===== config.mk =====
export PLATFORM = sky130hd
export DESIGN_NAME = ads_bus_slave_port
export DESIGN_NICKNAME = d
export VERILOG_FILES = /design/src/rtl/ads_bus_slave_port.sv
export SDC_FILE = /design/constraint.sdc
export NUM_CORES = 1
export LEC_CHECK = 0
export CAP_MARGIN = 10
export CORE_MARGIN = 2
export CORE_UTILIZATION = 31
export CTS_BUF_LIST = sky130_fd_sc_hd__clkbuf_8
export DETAILED_ROUTE_END_ITERATION = 10
export GPL_ROUTABILITY_DRIVEN = 0
export PLACE_DENSITY = 0.47
export SKIP_CTS_REPAIR_TIMING = 1
export SLEW_MARGIN = 20
export SYNTH_ARGS = -nofsm -noshare
export SYNTH_HDL_FRONTEND = slang
export SYNTH_SLANG_ARGS = --single-unit

===== constraint.sdc =====
create_clock -name clk -period 3.2 [get_ports clk]
set_input_delay 0.64 -clock clk [delete_from_list [all_inputs] [get_ports clk]]
set_output_delay 0.64 -clock clk [all_outputs]
set_load 0.01 [all_outputs]

===== src/rtl/ads_bus_slave_port.sv =====
// Slave-side bit-serial port of the ADS bus: serial address, then serial write
// into a local register file or serial read-out, with split/resume support.
`timescale 1ns/1ps

module ads_bus_slave_port #(
  parameter int ADDR_W   = 4,
  parameter int DATA_W   = 8,
  parameter int SPLIT_EN = 1
) (
  input  logic              clk,
  input  logic              rstn,
  input  logic              sel,
  input  logic              rw,
  input  logic              s_in,
  input  logic              s_valid,
  input  logic              busy,
  input  logic              split_gnt,
  output logic              s_out,
  output logic              s_out_valid,
  output logic              ready,
  output logic              split,
  output logic              split_req,
  output logic [DATA_W-1:0] wdata,
  output logic [3:0]        state
);

  localparam int DEPTH   = 2 ** ADDR_W;
  localparam int CNT_MAX = (ADDR_W > DATA_W) ? ADDR_W : DATA_W;
  localparam int CNT_W   = (CNT_MAX > 1) ? $clog2(CNT_MAX) : 1;
  localparam logic [CNT_W-1:0] ADDR_LAST = CNT_W'(ADDR_W - 1);
  localparam logic [CNT_W-1:0] DATA_LAST = CNT_W'(DATA_W - 1);

  typedef enum logic [3:0] {
    IDLE   = 4'd0,
    ADDR   = 4'd1,
    WDATA  = 4'd2,
    RDATA  = 4'd3,
    SPLIT  = 4'd4,
    RESUME = 4'd5,
    DONE   = 4'd6
  } state_e;

  state_e              state_q, state_d;
  logic [CNT_W-1:0]    cnt_q, cnt_d;
  logic [ADDR_W-1:0]   addr_q, addr_d;
  logic                rw_q, rw_d;
  logic [DATA_W-1:0]   data_q, data_d;
  logic [DATA_W-1:0]   wdata_q, wdata_d;
  logic                mem_we;
  logic [DATA_W-1:0]   mem_q [DEPTH];
  logic [DATA_W-1:0]   rd_word;

  // NOTE: sequential state uses non-blocking assignments so every register
  // samples pre-edge values regardless of process ordering.
  always_ff @(posedge clk or negedge rstn) begin
    if (!rstn) begin
      state_q <= IDLE;
      cnt_q   <= '0;
      addr_q  <= '0;
      rw_q    <= 1'b0;
      data_q  <= '0;
      wdata_q <= '0;
    end else begin
      state_q <= state_d;
      cnt_q   <= cnt_d;
      addr_q  <= addr_d;
      rw_q    <= rw_d;
      data_q  <= data_d;
      wdata_q <= wdata_d;
    end
  end

  // NOTE: the register file is cleared by reset, so it cannot map onto a RAM
  // macro; that is intended, reset must discard all stored words.
  always_ff @(posedge clk or negedge rstn) begin
    if (!rstn) begin
      for (int i = 0; i < DEPTH; i++) mem_q[i] <= '0;
    end else if (mem_we) begin
      mem_q[addr_q] <= data_d;
    end
  end

  // NOTE: every signal gets a default before the case so no latch is inferred.
  always_comb begin
    state_d = state_q;
    cnt_d   = cnt_q;
    addr_d  = addr_q;
    rw_d    = rw_q;
    data_d  = data_q;
    wdata_d = wdata_q;
    mem_we  = 1'b0;
    unique case (state_q)
      IDLE: begin
        if (sel) begin
          rw_d    = rw;
          state_d = ADDR;
          addr_d  = '0;
          data_d  = '0;
          cnt_d   = '0;
          if (s_valid) begin
            addr_d[0] = s_in;
            cnt_d     = CNT_W'(1);
          end
        end
      end
      ADDR: begin
        if (!sel) begin
          state_d = IDLE;
          cnt_d   = '0;
        end else if (s_valid) begin
          for (int i = 0; i < ADDR_W; i++)
            if (cnt_q == CNT_W'(i)) addr_d[i] = s_in;
          if (cnt_q == ADDR_LAST) begin
            cnt_d = '0;
            if (busy && (SPLIT_EN != 0)) state_d = SPLIT;
            else                         state_d = rw_q ? WDATA : RDATA;
          end else begin
            cnt_d = cnt_q + CNT_W'(1);
          end
        end
      end
      WDATA: begin
        if (!sel) begin
          state_d = IDLE;
          cnt_d   = '0;
        end else if (s_valid) begin
          for (int i = 0; i < DATA_W; i++)
            if (cnt_q == CNT_W'(i)) data_d[i] = s_in;
          if (cnt_q == DATA_LAST) begin
            wdata_d = data_d;
            mem_we  = 1'b1;
            state_d = DONE;
            cnt_d   = '0;
          end else begin
            cnt_d = cnt_q + CNT_W'(1);
          end
        end
      end
      RDATA: begin
        if (!sel || cnt_q == DATA_LAST) begin
          state_d = sel ? DONE : IDLE;
          cnt_d   = '0;
        end else begin
          cnt_d = cnt_q + CNT_W'(1);
        end
      end
      SPLIT: begin
        if (!busy) state_d = RESUME;
      end
      RESUME: begin
        // Only the data phase is resent; the parked address is reused.
        if (split_gnt && sel) begin
          state_d = rw_q ? WDATA : RDATA;
          cnt_d   = '0;
          data_d  = '0;
        end
      end
      DONE: state_d = IDLE;
      default: begin
        state_d = IDLE;
        cnt_d   = '0;
      end
    endcase
  end

  assign rd_word = mem_q[addr_q];

  always_comb begin
    s_out       = 1'b0;
    s_out_valid = 1'b0;
    ready       = 1'b0;
    split       = 1'b0;
    split_req   = 1'b0;
    unique case (state_q)
      RDATA: begin
        // Gated by sel so an abort drops the read stream in the same cycle.
        s_out_valid = sel;
        for (int i = 0; i < DATA_W; i++)
          if (cnt_q == CNT_W'(i)) s_out = sel & rd_word[i];
      end
      DONE:   ready = 1'b1;
      SPLIT:  split = 1'b1;
      RESUME: begin
        split     = 1'b1;
        split_req = 1'b1;
      end
      default: ;
    endcase
  end

  assign wdata = wdata_q;
  assign state = state_q;

endmodule


==> impl_metrics.json, run 1 <==
{
  "dpl.hpwl_um": 14300,
  "cts-root-buf": "clkbuf_8",
  "yosysUniqueCellTypes": 61,
  "drive_above_1_share_pct": 19.0,
  "pwr-share-seq_pct": 38.4,
  "die_x_um": 159,
  "drt-wirelength-per-cell_um": 18.3,
  "grt_use_total_pct": 16.9,
  "multi_input_area_um2": 3180,
  "cts_buffer_depth": 2,
  "power_frac_comb_pct": 30.4,
  "dp_cells": 1072,
  "grt_pass1_wl_um": 32700,
  "path_class": "reg2out",
  "cts_buffers": 17,
  "cts_tree": "built",
  "synth-main-ff-cell": "dfrtp_1",
  "wirelength_um": 20500,
  "seq_area_frac_synth_pct": 52.2,
  "drv_slew": 0,
  "clkTransAtPathRegs_ns": 0.08,
  "syn_nets": 738,
  "cp.arrival_ns": 2.71,
  "fill_cells": 2345,
  "slew_headroom_pct": 56.0,
  "fin_cells": 1117,
  "power_frac_clock_pct": 31.2,
  "cp-start-kind": "flip-flop",
  "ys_seq_elements": 155,
  "switching_power_uw": 1730,
  "coreArea_um2": 23500,
  "rsz0062_at_grt": "true",
  "fp-row-count": 56,
  "via_per_inst": 4.95,
  "clock_latency_ns": 0.47,
  "grt_overflow": 0,
  "fmax_mhz": 299,
  "drt_iter0_markers": 341,
  "setup_ws_ns": -0.148,
  "area_growth_pct": 19.6,
  "p_per_area_nw_per_um2": 620,
  "syn_inst": 723,
  "antenna_found_initial": 0,
  "setup_violations": 1,
  "vias": 5526,
  "fin_nets": 801,
  "grt_max_degree": 61,
  "crit_path_end_kind": "output pin",
  "synth_edf_count": 0,
  "htreeDepth": 4,
  "reg2regPathDepth": 9,
  "drc": 0,
  "die_height_um": 159,
  "worst_slew_pin_slew_ns": 0.652,
  "drtAntennaViolNets": 0,
  "vdd_drop_max_uv": 306,
  "drt_first_pass_iters": 4,
  "fin_crit_sh_pct": 105,
  "dieArea_um2": 25200,
  "layout_common_cells": "153 x dfrtp_1, 110 x nand2_1, 73 x o21ai_0, 64 x buf_4",
  "hold_path.class": "in2async",
  "intPower_uw": 3780,
  "syn_area_um2": 7430,
  "outcome": "complete, but fails checks",
  "switching_share_pct": 31.4,
  "antenna_cells": 0,
  "synthArstFlopShare_pct": 100,
  "cts_sinks": 155,
  "power.leakage_uw": 0.00392,
  "hold_viol": 0,
  "tns_ns": -0.148,
  "regArea_um2": 3880,
  "yosys_warnings": 0,
  "ios": 25,
  "layout_commonest_cell": "dfrtp_1",
  "violations": "setup timing",
  "critical_path.max_fanout": 7,
  "io_buffers": 23,
  "reg2reg_slack_ns": 0.76,
  "cp.required_ns": 2.56,
  "post_synth.cell_area_avg_um2": 10.3,
  "cap_viol_max_count": 0,
  "r2r_end": "mem_q[82]",
  "dp_slack_ns": -0.00624,
  "grt_pass1_vias": 5583,
  "rr_startpoint": "cnt_q[0]",
  "min_period_ns": 3.35,
  "finClkSkew_ns": 0.0157,
  "initial_utilization_pct": 31.6
}
## how the worst max path moves through the flow
stage | startpoint | to | slack [ns] | cells after the start
global placement | addr_q[0] | s_out | -0.02 | 8
CTS | addr_q[1] | s_out | -0.54 | 8
global route | addr_q[0] | s_out | -0.28 | 10
detailed placement | addr_q[0] | s_out | -0.006 | 8
finish | addr_q[0] | s_out | -0.15 | 10
floorplan | addr_q[1] | s_out | 0.65 | 8
## layout make-up
class	instances	share of cell area [%]
sequential	155	43.7
multi-input combinational	493	35.8
timing repair buffer	96	9.93
tap	319	4.49
clock buffer	19	2.94
clock inverter	12	2.21
inverter	23	0.972
## state kept, by name (all words and copies together), names as in the netlist
register / count
addr_q: 4
cnt_q: 3
data_q: 8
mem_q: 128
rw_q: 1
state: 3
wdata: 8
## power groups by stage
stage	combinational [µW]	sequential, µW	clock (µW)
2_1_floorplan	1000	2100	0
3_3_place_gp	1530	2150	0
3_5_place_dp	1540	2150	0
4_1_cts	1540	2110	1750
5_1_grt	1820	2130	1850
6_report	1680	2120	1720
## Yosys cell counts, types with 7 or more instances
master	number	area [µm²]
clkbuf_1	20	75.1
ha_1	7	87.6
a22o_1	8	70.1
a22oi_1	10	75.1
mux4_2	18	405
mux2i_1	25	250
a21oi_1	64	320
inv_1	21	78.8
dfrtp_1	155	3880
nand2_1	110	413
nor2_1	63	236
buf_2	19	95.1
o21ai_1	30	150
o21ai_0	74	370
## stage by stage
stage / utilization, % / instance area, µm² / total power (µW) / hold WS (ns)
floorplan: - / 7430 / 3100 / 0.344
global placement: 35.4 / 8310 / 3680 / 0.458
detailed placement: 35.4 / 8310 / 3690 / 0.469
CTS: 37.3 / 8760 / 5410 / 0.180
global route: 37.9 / 8880 / 5790 / 0.182
finish: 37.9 / 8880 / 5510 / 0.166
## cells by family after synthesis
family	synth area share [%]
adders and majority gates	1.18
xor gates and xnor gates	0.118
muxes	11.6
and+or+nand+nor	13.5
DFF	52.2
buffers and inverters	5.19
other	0.0505
AOI/OAI and AO/OA	16.2
## layer usage
| metal | up-vias | track usage, % | part of all wire (%) |
|---|---|---|---|
| li1 | 2661 | - | - |
| met1 | 2748 | 23.0 | 47 |
| met2 | 100 | 27.5 | 48 |
| met3 | 17 | 3.29 | 3.9 |
| met4 | 0 | 4.59 | 1.3 |
| met5 | - | 0 | 0 |
## critical path, cell delays in order, from the launching register on
cell	delay, ns
dfrtp_2	0.42
buf_12	0.15
buf_8	0.13
buf_12	0.11
mux4_2	0.51
mux2i_1	0.18
o211ai_1	0.15
nand4_1	0.12
a21oi_1	0.05
o31a_1	0.28
clkbuf_2	0.14
Power figures use the tool's default switching activity.
==> inputs of run 2 (changes only) <==
--- a/config.mk
+++ b/config.mk
@@ -11,7 +11,7 @@
 export CTS_BUF_LIST = sky130_fd_sc_hd__clkbuf_8
 export DETAILED_ROUTE_END_ITERATION = 10
 export GPL_ROUTABILITY_DRIVEN = 0
-export PLACE_DENSITY = 0.47
+export PLACE_DENSITY = 0.53
 export SKIP_CTS_REPAIR_TIMING = 1
 export SLEW_MARGIN = 20
 export SYNTH_ARGS = -nofsm -noshare
==> run 2 against run 1 <==
Net effect: the run still ends with setup timing left; first-iteration DRC count up 37%; largest power group unchanged; maximum frequency down 0.73%; largest cell class unchanged; power down 4.5%; combinational power down 4%; clock skew down 0.0019 ns; setup slack worse by 0.025 ns; final cell count down 0.27%; routed wire length down 5.3%; via count down 2.5%; design area down 0.73%; critical path depth down 1.
==> impl_metrics.json, run 2 (synthesis gave the netlist of run 1 again) <==
{
  "dieArea_um2": 25200,
  "outcome": "complete, but fails checks",
  "cts_sinks": 155,
  "grt_pass1_vias": 5292,
  "worst_slew_pin_slew_ns": 0.514,
  "setup_ws_ns": -0.173,
  "grt_pass1_wl_um": 30900,
  "dp_cells": 1074,
  "fp-row-count": 56,
  "crit_top_cell": "o21ai_1",
  "path_class": "reg2out",
  "cpMaxStageDelayCell": "mux4_2",
  "finClkSkew_ns": 0.0138,
  "fin_cells": 1114,
  "die_height_um": 159,
  "reg2regPathDepth": 9,
  "drt_iter0_markers": 466,
  "fin_crit_sh_pct": 105,
  "cp-start-kind": "flip-flop",
  "drive_above_1_share_pct": 18.9,
  "slowest_delay_ns": 0.50,
  "path_buf_inv": 3,
  "min_period_ns": 3.37,
  "cts-root-buf": "clkbuf_8",
  "vias": 5390,
  "hold_path.class": "in2async",
  "area_growth_pct": 18.7,
  "hold_ws_ns": 0.0931,
  "top_register": "mem_q",
  "layout_commonest_cell": "dfrtp_1",
  "grt_use_total_pct": 15.8,
  "cts_buffers": 17,
  "cp.arrival_ns": 2.73,
  "crit_path_end_kind": "output pin",
  "wirelength_um": 19400,
  "dpl.hpwl_um": 13300,
  "critical_path.max_fanout": 5,
  "cts_tree": "built",
  "rsz0062_at_grt": "true",
  "grt_max_degree": 88,
  "htreeDepth": 4,
  "cap_viol_max_count": 0,
  "fmax_mhz": 297,
  "post_dp_cell_area_um2": 8300,
  "rr_startpoint": "cnt_q[0]",
  "reg2reg_slack_ns": 0.78,
  "die_x_um": 159,
  "drt-wirelength-per-cell_um": 17.4,
  "ios": 25,
  "drt_first_pass_iters": 5,
  "antenna_found_initial": 0,
  "grt_overflow": 0,
  "via_per_inst": 4.84,
  "vdd_drop_max_uv": 224,
  "clkTransAtPathRegs_ns": 0.09,
  "layout_common_cells": "153 x dfrtp_1, 110 x nand2_1, 73 x o21ai_0, 64 x a21oi_1, 63 x nor2_1",
  "p_per_area_nw_per_um2": 596,
  "fin_area_um2": 8820,
  "violations": "setup timing",
  "cts_buffer_depth": 2,
  "r2r_end": "mem_q[89]",
  "clock_latency_ns": 0.45,
  "io_buffers": 23,
  "cp.required_ns": 2.56,
  "setup_violations": 1,
  "worstPathCellList": "buf_6 -> buf_12 -> mux4_2 -> a22o_1 -> o21ai_1 -> o21ai_1 -> and3_1 -> o31a_1 -> buf_2",
  "antenna_cells": 0,
  "power.leakage_uw": 0.00387,
  "drtAntennaViolNets": 0,
  "drv_slew": 0,
  "hold_viol": 0,
  "fin_nets": 800,
  "slew_headroom_pct": 65.6,
  "largest_register_ffs": 128,
  "drc": 0,
  "coreArea_um2": 23500,
  "crit_family": "compound AO/OA/AOI/OAI gates",
  "initial_utilization_pct": 31.6
}
run 2: cell count changes in the layout (fill, tap and decap cells not counted), sizes merged:
cell,previous run,this run
buf,74,72
bufinv,5,3
clkinvlp,1,3
clkinv,3,2
run 2: worst max path at each step:
stage	to	cells after the start	startpoint	slack, ns
after floorplan	s_out	8	addr_q[1]	0.65
after global placement	s_out	8	addr_q[0]	-0.04
after detailed placement	s_out	8	addr_q[0]	-0.03
after CTS	s_out	8	addr_q[0]	-0.54
after global routing	s_out	9	addr_q[0]	-0.27
final	s_out	9	addr_q[0]	-0.17
run 2: power breakdown:
part           internal [µW]  switching, µW
registers               2020            106
clock network            781            739
logic                    776            841
total                   3570           1690
run 2: worst register-to-register path: stages, from the launching register on:
cell and delay, ns:
dfrtp_1 0.37, buf_4 0.13, ha_1 0.19, ha_1 0.18, buf_4 0.18, nand4_4 0.18
nor3_2 0.36, nand2_1 0.42, nand2_1 0.17, o21ai_0 0.09
run 2: metrics by stage:
| stage | setup TNS, ns | util [%] | setup WS [ns] | total power (µW) |
|---|---|---|---|---|
| after floorplan | 0 | - | 0.654 | 3100 |
| final | -0.173 | 37.6 | -0.173 | 5260 |
| after CTS | -0.542 | 37.0 | -0.542 | 5170 |
| after detailed placement | -0.0304 | 35.3 | -0.0304 | 3630 |
| after global placement | -0.0372 | 35.3 | -0.0372 | 3630 |
| after global routing | -0.266 | 37.6 | -0.266 | 5540 |
run 2: area by class of cell:
| type | instances | area [µm²] |
|---|---|---|
| fill | 2340 | 14700 |
| inverter | 23 | 86.3 |
| clock buffer | 18 | 248 |
| tap | 319 | 399 |
| sequential | 155 | 3880 |
| timing repair buffer | 95 | 885 |
| multi-input combinational | 493 | 3170 |
| clock inverter | 11 | 148 |
run 2: metal layers:
layer / track usage (%) / vias up / share of wire (%)
met5: 0 / - / 0
li1: - / 2644 / -
met2: 24.0 / 108 / 45
met1: 22.7 / 2619 / 49
met3: 3.58 / 19 / 3.9
met4: 4.59 / 0 / 1.9
